===== config.mk =====
export PLATFORM = sky130hd
export DESIGN_NAME = cfg_chain_loader
export DESIGN_NICKNAME = d
export VERILOG_FILES = /design/src/rtl/cfg_chain_loader.sv
export SDC_FILE = /design/constraint.sdc
export NUM_CORES = 1
export LEC_CHECK = 0
export ABC_AREA = 0
export BUFFER_PORTS_ARGS = -buffer_cell sky130_fd_sc_hd__buf_2
export CORE_ASPECT_RATIO = 0.9
export CORE_MARGIN = 1
export CORE_UTILIZATION = 55
export CTS_BUF_LIST = sky130_fd_sc_hd__clkbuf_8
export CTS_CLUSTER_SIZE = 40
export DETAILED_ROUTE_END_ITERATION = 16
export PLACE_DENSITY = 0.8
export SLEW_MARGIN = 20
export SYNTH_ARGS = -nofsm -noshare
export SYNTH_HDL_FRONTEND = slang
export SYNTH_SLANG_ARGS = --single-unit
export TNS_END_PERCENT = 10

===== constraint.sdc =====
create_clock -name clk -period 3.6 [get_ports clk]
set_input_delay 0.72 -clock clk [delete_from_list [all_inputs] [get_ports clk]]
set_output_delay 0.72 -clock clk [all_outputs]
set_load 0.01 [all_outputs]

===== src/rtl/cfg_chain_loader.sv =====
// cfg_chain_loader: shifts a parallel configuration image into a serial
// configuration chain (MSB first) and can optionally read it back. The readback
// recirculates the chain and compares each bit against the latched image.
//
// Ports:
//   clk, rst       - clock (also clocks the chain); synchronous active-high reset
//   start          - load request, sampled only in IDLE
//   verify_en      - request a readback/compare pass after the load (sampled with start)
//   frame          - configuration image; bit CHAIN_LEN-1 ends up in the last chain stage
//   busy, done     - status; done is a one-cycle completion pulse
//   error          - sticky readback mismatch flag
//   err_index      - bit position of the first mismatch
//   cfg_in, cfg_en - serial data and shift enable towards the chain
//   cfg_out        - serial data returning from the chain
module cfg_chain_loader #(
    parameter int unsigned CHAIN_LEN = 18,
    parameter int unsigned CNT_W     = 6
) (
    input  logic                 clk,
    input  logic                 rst,
    input  logic                 start,
    input  logic                 verify_en,
    input  logic [CHAIN_LEN-1:0] frame,
    output logic                 busy,
    output logic                 done,
    output logic                 error,
    output logic [CNT_W-1:0]     err_index,
    output logic                 cfg_in,
    output logic                 cfg_en,
    input  logic                 cfg_out
);

    localparam logic [1:0] S_IDLE   = 2'd0;
    localparam logic [1:0] S_LOAD   = 2'd1;
    localparam logic [1:0] S_VERIFY = 2'd2;
    localparam logic [1:0] S_DONE   = 2'd3;

    localparam logic [CNT_W-1:0] CNT_LAST = CNT_W'(CHAIN_LEN - 1);

    logic [1:0]           state_q, state_d;
    logic [CNT_W-1:0]     cnt_q, cnt_d;
    logic [CHAIN_LEN-1:0] shadow_q, shadow_d;
    logic                 ver_q, ver_d;
    logic                 error_q, error_d;
    logic [CNT_W-1:0]     err_index_q, err_index_d;

    // The shadow register rotates left once per shift, so its MSB is always the
    // bit for the current position and after a full pass the image is restored.
    logic [CHAIN_LEN-1:0] shadow_rot;
    assign shadow_rot = {shadow_q[CHAIN_LEN-2:0], shadow_q[CHAIN_LEN-1]};

    // Next-state logic
    always_comb begin
        state_d     = state_q;
        cnt_d       = cnt_q;
        shadow_d    = shadow_q;
        ver_d       = ver_q;
        error_d     = error_q;
        err_index_d = err_index_q;
        case (state_q)
            S_IDLE: begin
                if (start) begin
                    shadow_d    = frame;
                    ver_d       = verify_en;
                    cnt_d       = '0;
                    error_d     = 1'b0;
                    err_index_d = '0;
                    state_d     = S_LOAD;
                end
            end
            S_LOAD: begin
                shadow_d = shadow_rot;
                if (cnt_q == CNT_LAST) begin
                    cnt_d   = '0;
                    state_d = ver_q ? S_VERIFY : S_DONE;
                end else begin
                    cnt_d = cnt_q + CNT_W'(1);
                end
            end
            S_VERIFY: begin
                shadow_d = shadow_rot;
                // Only the first mismatch is recorded.
                if ((cfg_out != shadow_q[CHAIN_LEN-1]) && !error_q) begin
                    error_d     = 1'b1;
                    err_index_d = cnt_q;
                end
                if (cnt_q == CNT_LAST) begin
                    cnt_d   = '0;
                    state_d = S_DONE;
                end else begin
                    cnt_d = cnt_q + CNT_W'(1);
                end
            end
            S_DONE: begin
                state_d = S_IDLE;
            end
            default: begin
                state_d = S_IDLE;
            end
        endcase
    end

    // State registers
    always_ff @(posedge clk) begin
        if (rst) begin
            state_q     <= S_IDLE;
            cnt_q       <= '0;
            shadow_q    <= '0;
            ver_q       <= 1'b0;
            error_q     <= 1'b0;
            err_index_q <= '0;
        end else begin
            state_q     <= state_d;
            cnt_q       <= cnt_d;
            shadow_q    <= shadow_d;
            ver_q       <= ver_d;
            error_q     <= error_d;
            err_index_q <= err_index_d;
        end
    end

    // Status decoded straight from the state register
    assign busy      = (state_q != S_IDLE);
    assign done      = (state_q == S_DONE);
    assign cfg_en    = (state_q == S_LOAD) || (state_q == S_VERIFY);
    assign error     = error_q;
    assign err_index = err_index_q;

    // Serial data: image MSB-first in LOAD, chain recirculation in VERIFY
    always_comb begin
        cfg_in = 1'b0;
        if (state_q == S_LOAD) begin
            cfg_in = shadow_q[CHAIN_LEN-1];
        end else if (state_q == S_VERIFY) begin
            cfg_in = cfg_out;
        end
    end

endmodule


==> flow_metrics.py, run 1 <==
metrics = {
    "timing": {
        "max-slew-margin-rel_pct": 43.7,
        "tns_ns": 0,
        "tightest_slew_ns": 0.843,
        "fmax_ghz": 0.442,
        "finalCriticalPeriod_ns": 2.26,
        "fin_crit_sh_pct": 62.8,
        "rsz0062_at_grt": "false",
        "skew_ns": 0.00504,
        "finalSetupViolCount": 0,
        "finalHoldViolations": 0,
        "final-max-slew-violation-count": 0,
        "layout_setup_ws_ns": 1.34,
    },
    "routing": {
        "drt-vias-per-instance": 5.63,
        "wl_mm": 3.38,
        "vias": 1412,
        "first_pass_iters": 4,
        "wl_per_cell_um": 13.5,
        "drt_first_iter_violations": 63,
        "ant_nets": 0,
        "drc_errors": 0,
    },
    "logic_synthesis": {
        "async_reset_ff_share_pct": 0,
        "synth_area_mm2": 0.00168,
        "yosysSeqAreaShare_pct": 40.4,
        "synth_ff_type": "dfxtp_1",
        "yosys.cell_types.count": 33,
        "synthesis.instances": 186,
        "ys_warn_count": 0,
        "synth_seq_cells": 34,
        "syn-num-nets": 216,
        "synth-edff-count": 0,
        "avgSynthCellArea_um2": 9.05,
    },
    "cts": {
        "root_buffer": "clkbuf_8",
        "clkTransAtPathRegs_ns": 0.07,
        "clk_latency_ns": 0.28,
        "post-cts-setup-buffers": 0,
        "holdBufCountCts": 0,
        "cts.repair.resized": 0,
        "cts_buffer_depth": 2,
        "cts_buffers": 5,
        "cts_tree": "done",
        "cts_sinks": 34,
        "htree_levels": 2,
    },
    "global_route": {
        "grt.overflow.total": 0,
        "grt_use_total_pct": 23.4,
        "grt_max_degree": 43,
        "antenna_found_initial": 0,
        "grt_first_pass_wirelength_mm": 5.57,
        "grt_pass1_vias": 1319,
    },
    "critical_path": {
        "crit_buf_inv": 2,
        "cp.required_ns": 2.88,
        "path_cells": "inv_1 -> ha_1 -> buf_2",
        "r2r_end": "cnt_q[1]",
        "r2r_start": "state_q[1]",
        "crit_fanout": 10,
        "worst-r2r-cell-count": 7,
        "critical-path-top-delay-family": "adder cells",
        "endpoint_kind": "output pin",
        "slowest_delay_ns": 0.56,
        "crit_cells": 3,
        "reg2reg_setup_slack_ns": 1.44,
        "crit_type": "reg -> out",
        "arrival_ns": 1.54,
        "worst_setup_path_start_kind": "flop",
        "slowest_stage": "ha_1",
    },
    "finish": {
        "layout_common_cells": "dfxtp_1 (34), buf_2 (33), nor2_1 (26)",
        "fin_area_mm2": 0.00191,
        "area_delta_synth_final_pct": 13.4,
        "regArea_um2": 681,
        "multi_input_comb_area_um2": 897,
        "final_common_cell": "dfxtp_1",
        "finalNetCount": 242,
        "diodes": 0,
        "fillers": 245,
        "drive_gt1_share_pct": 21.3,
    },
    "power_and_ir_drop": {
        "peakVddDrop_mv": 0.353,
        "pwr_density_cell_mw_per_mm2": 879,
        "p_leak_nw": 0.780,
        "total_power_w": 0.00168,
    },
    "worst_hold_path": {
        "min_to": "ver_q",
        "hold_depth": 2,
        "hold_path_class": "reg -> reg",
        "hp-start": "ver_q",
    },
    "placement": {
        "place_area_mm2": 0.00183,
        "io_buffers": 33,
        "hpwl_mm": 2.34,
        "gp_congestion": 0.786,
        "pre_cts_ws_ns": 1.44,
    },
    "floorplan": {
        "die_w_um": 60.3,
        "core_mm2": 0.00282,
        "rows": 18,
        "die_y_um": 54.5,
        "die_area_mm2": 0.00329,
        "start_util_pct": 59.8,
        "io_pins": 34,
    },
    "run_status": {
        "status": "finished clean",
    },
    "flow_run": {
        "max_cap_viol_count": 0,
    },
}
final cells by class:
class / instances / share of cell area (%)
Multi-Input combinational cell: 130 / 47.0
Sequential cell: 34 / 35.6
Timing Repair Buffer: 34 / 9.04
Clock buffer: 6 / 4.33
Tap cell: 40 / 2.62
Inverter: 7 / 1.38
metal layers:
metal	GRT usage (%)	vias up	routed length, um
li1	-	715	-
met3	6.38	9	137
met4	10.9	0	70
met5	0	-	0
met1	25.5	659	1560
met2	42.1	29	1610
worst min-delay path, cell delays in order (launching register included):
cell	delay [ns]
dfxtp_1	0.31
nand2_1	0.05
a21oi_1	0.06
Yosys cell counts, drive strengths merged, types with 2 or more instances:
cell	number	area (um^2)
a211oi	20	155
a21oi	11	55.1
buf	11	63.8
clkbuf	4	16.3
dfxtp	34	681
ha	7	87.6
inv	7	26.3
mux2i	18	180
nand2	6	22.5
nand2b	2	12.5
nand3	4	20.0
nand4	8	50.1
nor2	26	97.6
o21ai	10	50.0
o31a	2	17.5
xnor2	2	17.5
xor2	3	26.3
through the flow:
stage / hold slack [ns] / cells / utilization, %
6_report: 0.461 / 251 / 67.8
5_1_grt: 0.490 / 251 / 67.8
4_1_cts: 0.458 / 251 / 67.8
3_5_place_dp: 0.449 / 245 / 64.9
3_3_place_gp: 0.445 / 245 / 64.9
2_1_floorplan: 0.436 / 186 / -
worst max path at each step:
stage                from       end  slack (ns)
4_1_cts        state_q[0]    cfg_en        1.32
6_report       state_q[1]    cfg_en        1.34
2_1_floorplan  state_q[0]    cfg_in        1.79
3_3_place_gp   state_q[1]  cnt_q[1]        1.58
3_5_place_dp   state_q[1]  cnt_q[1]        1.44
5_1_grt        state_q[1]    cfg_en        1.23
flip-flops by register name, summed over array words and instances (netlist names):
signal     cells
cnt_q          6
error          1
ver_q          1
err_index      6
state_q        2
shadow_q      18
cells by family (layout without fill, tap and decap cells):
| group | count (synthesis) | in the layout | share of synthesized area [%] |
|---|---|---|---|
| simple gates | 51 | 51 | 14.2 |
| compound gates | 48 | 48 | 19.7 |
| flops | 34 | 34 | 40.4 |
| buf+inv | 22 | 47 | 6.31 |
| mux | 19 | 19 | 11.6 |
| fa+ha+maj | 7 | 7 | 5.20 |
| xor+xnor | 5 | 5 | 2.60 |
where the power goes:
| part | leakage, nW | internal, W | total, W | switching [W] |
|---|---|---|---|---|
| sequential | 0.279 | 0.000494 | 0.000569 | 0.0000751 |
| combinational | 0.458 | 0.000340 | 0.000835 | 0.000495 |
| clock | 0.0431 | 0.000147 | 0.000274 | 0.000127 |
| total | 0.780 | 0.000981 | 0.00168 | 0.000697 |
(Power assumes the default switching activity.)
==> inputs of run 2 (changes only) <==
Settings changed: ABC_AREA 0 to 1, CORE_UTILIZATION 55 to 51, PLACE_DENSITY 0.8 to 0.78.
Clock period 3.6 ns to 2.02 ns, I/O delays scaled along.
==> run 2 against run 1 <==
  * Wire length down 5.7%
  * Die area up 8.3%
  * Flip-flop and latch count unchanged
  * Clock power up 83%
  * Non-clock buffer count up 2
  * Sequential share of layout area down 0.69 points
  * Cell count up 17%
  * First-iteration DRC count up 3.2%
  * Register-to-register slack worse by 1.2 ns
  * Critical path depth up 1
  * Critical endpoint unchanged
  * Largest cell class unchanged
  * Largest power group unchanged
  * Highest routed layer unchanged
==> flow_metrics.py, run 2 <==
metrics = {
    "floorplan": {
        "io_pins": 34,
        "core_mm2": 0.00311,
        "rows": 19,
        "start_util_pct": 54.4,
        "die_w_um": 62.8,
        "die_area_mm2": 0.00356,
        "die_y_um": 56.7,
    },
    "cts": {
        "root_buffer": "clkbuf_8",
        "clkTransAtPathRegs_ns": 0.07,
        "post-cts-setup-buffers": 0,
        "cts_buffers": 5,
        "cts_sinks": 34,
        "clk_latency_ns": 0.28,
        "cts_buffer_depth": 2,
        "holdBufCountCts": 0,
        "htree_levels": 2,
        "cts_tree": "done",
    },
    "flow_run": {
        "max_cap_viol_count": 0,
    },
    "critical_path": {
        "crit_fanout": 13,
        "path_cells": "inv_1 -> ha_1 -> buf_4 -> buf_2",
        "reg2reg_setup_slack_ns": 0.28,
        "cp.required_ns": 1.62,
        "r2r_end": "err_index[5]",
        "worst_setup_path_start_kind": "flop",
        "crit_type": "reg -> out",
        "slowest_delay_ns": 0.41,
        "worst-r2r-cell-count": 7,
        "arrival_ns": 1.50,
        "r2r_start": "state_q[0]",
        "endpoint_kind": "output pin",
        "slowest_stage": "dfxtp_1",
    },
    "logic_synthesis": {
        "yosysTopAreaCell": "dfxtp_1",
        "synth_area_mm2": 0.00170,
        "synth_seq_cells": 34,
        "synth-edff-count": 0,
        "ys_top_cells_by_count": "nand2_1 (38), dfxtp_1 (34), a21oi_1 (33), inv_1 (23), o21ai_0 (21)",
        "synth_top_area_share_pct": 40.1,
        "synth.area.top_cells": "dfxtp_1 (40%), mux2i_1 (10%), a21oi_1 (9.7%), nand2_1 (8.4%), o21ai_0 (6.2%)",
        "avgSynthCellArea_um2": 7.78,
        "yosys.cell_types.count": 23,
        "synthesis.instances": 218,
        "async_reset_ff_share_pct": 0,
        "ys_warn_count": 0,
        "yosysSeqAreaShare_pct": 40.1,
        "yosysMostFrequentCell": "nand2_1",
        "synth_ff_type": "dfxtp_1",
        "syn-num-nets": 248,
    },
    "finish": {
        "finalNetCount": 280,
        "final_common_cell": "nand2_1",
        "top_register": "shadow_q",
        "layout_common_cells": "nand2_1 (38), dfxtp_1 (34), a21oi_1 (33), buf_2 (33), inv_1 (24)",
        "postLayoutCoreUtil_pct": 62.5,
        "fillers": 288,
        "area_delta_synth_final_pct": 14.8,
        "largest_register_ffs": 18,
        "diodes": 0,
        "drive_gt1_share_pct": 18.7,
    },
    "timing": {
        "finalSetupViolCount": 0,
        "skew_ns": 0.00414,
        "finalCriticalPeriod_ns": 1.90,
        "fmax_ghz": 0.526,
        "tns_ns": 0,
        "tightest_slew_ns": 0.509,
        "final-max-slew-violation-count": 0,
        "max-slew-margin-rel_pct": 66.1,
        "fin_crit_sh_pct": 94.2,
        "layout_setup_ws_ns": 0.117,
        "finalHoldViolations": 0,
        "rsz0062_at_grt": "false",
    },
    "placement": {
        "io_buffers": 33,
        "gp_congestion": 0.745,
        "hpwl_mm": 2.28,
        "pre_cts_ws_ns": 0.291,
    },
    "routing": {
        "wl_mm": 3.19,
        "wl_per_cell_um": 10.9,
        "vias": 1488,
        "drt-vias-per-instance": 5.08,
        "drc_errors": 0,
        "drt_first_iter_violations": 65,
        "ant_nets": 0,
        "first_pass_iters": 4,
    },
    "power_and_ir_drop": {
        "peakVddDrop_mv": 1.06,
        "pwr_density_cell_mw_per_mm2": 1400,
        "p_leak_nw": 0.906,
    },
    "global_route": {
        "antenna_found_initial": 0,
        "grt_use_total_pct": 20.3,
        "grt_first_pass_wirelength_mm": 5.66,
        "grt.overflow.total": 0,
        "grt_pass1_vias": 1329,
        "grt_max_degree": 35,
    },
    "worst_hold_path": {
        "min_to": "shadow_q[9]",
        "hold_path_class": "in -> reg",
        "hp-start": "frame[9]",
        "hold_depth": 3,
    },
    "run_status": {
        "status": "finished clean",
    },
}
run 2: cell count changes after synthesis, moves of 6 or more:
| cell | before | now |
|---|---|---|
| a211oi_1 | 19 | 0 |
| nand4_1 | 8 | 2 |
| inv_1 | 7 | 23 |
| o21ai_1 | 7 | 0 |
| o21ai_0 | 3 | 21 |
| nand2_1 | 6 | 38 |
| a21oi_1 | 11 | 33 |
| nor2_1 | 26 | 9 |
| nand3_1 | 4 | 16 |
| buf_2 | 9 | 2 |
run 2: how the worst max path moves through the flow:
stage,from,to,slack (ns)
2_1_floorplan,state_q[0],shadow_q[10],0.37
4_1_cts,state_q[0],cfg_en,0.11
3_5_place_dp,state_q[0],err_index[5],0.29
5_1_grt,state_q[0],cfg_in,0.02
3_3_place_gp,state_q[0],err_index[4],0.35
6_report,state_q[0],cfg_en,0.12
run 2: cells by family (layout without fill, tap and decap cells):
kind of cell	count (synthesis)	count (layout)	share of synthesized area, %
flip-flops	34	34	40.1
multiplexers	17	17	10.0
buffers and inverters	34	67	9.96
XOR/XNOR	1	1	0.517
AND/OR/NAND/NOR	69	69	17.3
AO/OA/AOI/OAI	56	56	16.8
adder cells (fa/ha/maj)	7	7	5.17
run 2: what timing repair did:
action	CTS	global route
endpoints found under the setup margin	1	0
resized for setup	1	0
hold endpoints to repair	0	0
run 2: metrics by stage:
step	instance area (um^2)	instances	total power [W]	hold slack, ns
final	1950	293	0.00273	0.388
after global routing	1950	293	0.00297	0.398
after CTS	1950	293	0.00275	0.386
after detailed placement	1850	285	0.00224	0.454
after global placement	1850	285	0.00222	0.448
after floorplan	1700	218	0.00208	0.429
run 2: layout make-up:
| cell class | instances | area (um^2) | share of cell area (%) |
|---|---|---|---|
| multi-input combinational | 150 | 848 | 43.6 |
| sequential | 34 | 681 | 35.0 |
| timing repair buffer | 36 | 188 | 9.64 |
| inverter | 23 | 86.3 | 4.43 |
| clock buffer | 6 | 82.6 | 4.24 |
| tap | 42 | 52.6 | 2.70 |
| clock inverter | 2 | 8.76 | 0.450 |
run 2: power breakdown:
part | internal, W | switching [W] | leakage (nW)
Combinational | 0.000486 | 0.000723 | 0.575
Clock | 0.000270 | 0.000232 | 0.0524
Sequential | 0.000890 | 0.000129 | 0.279
run 2: critical path, delay by kind of cell, from the launching register on:
family | cells | cell delay, ns
buf+inv | 3 | 0.49
fa+ha+maj | 1 | 0.31
flops | 1 | 0.41
run 2: layer usage:
metal	vias to the layer above	share of wire, %	track usage (%)
li1	782	-	-
met1	669	49	24.8
met2	33	45	33.2
met3	4	4.4	5.28
met4	0	1.3	9.63
met5	-	0	0
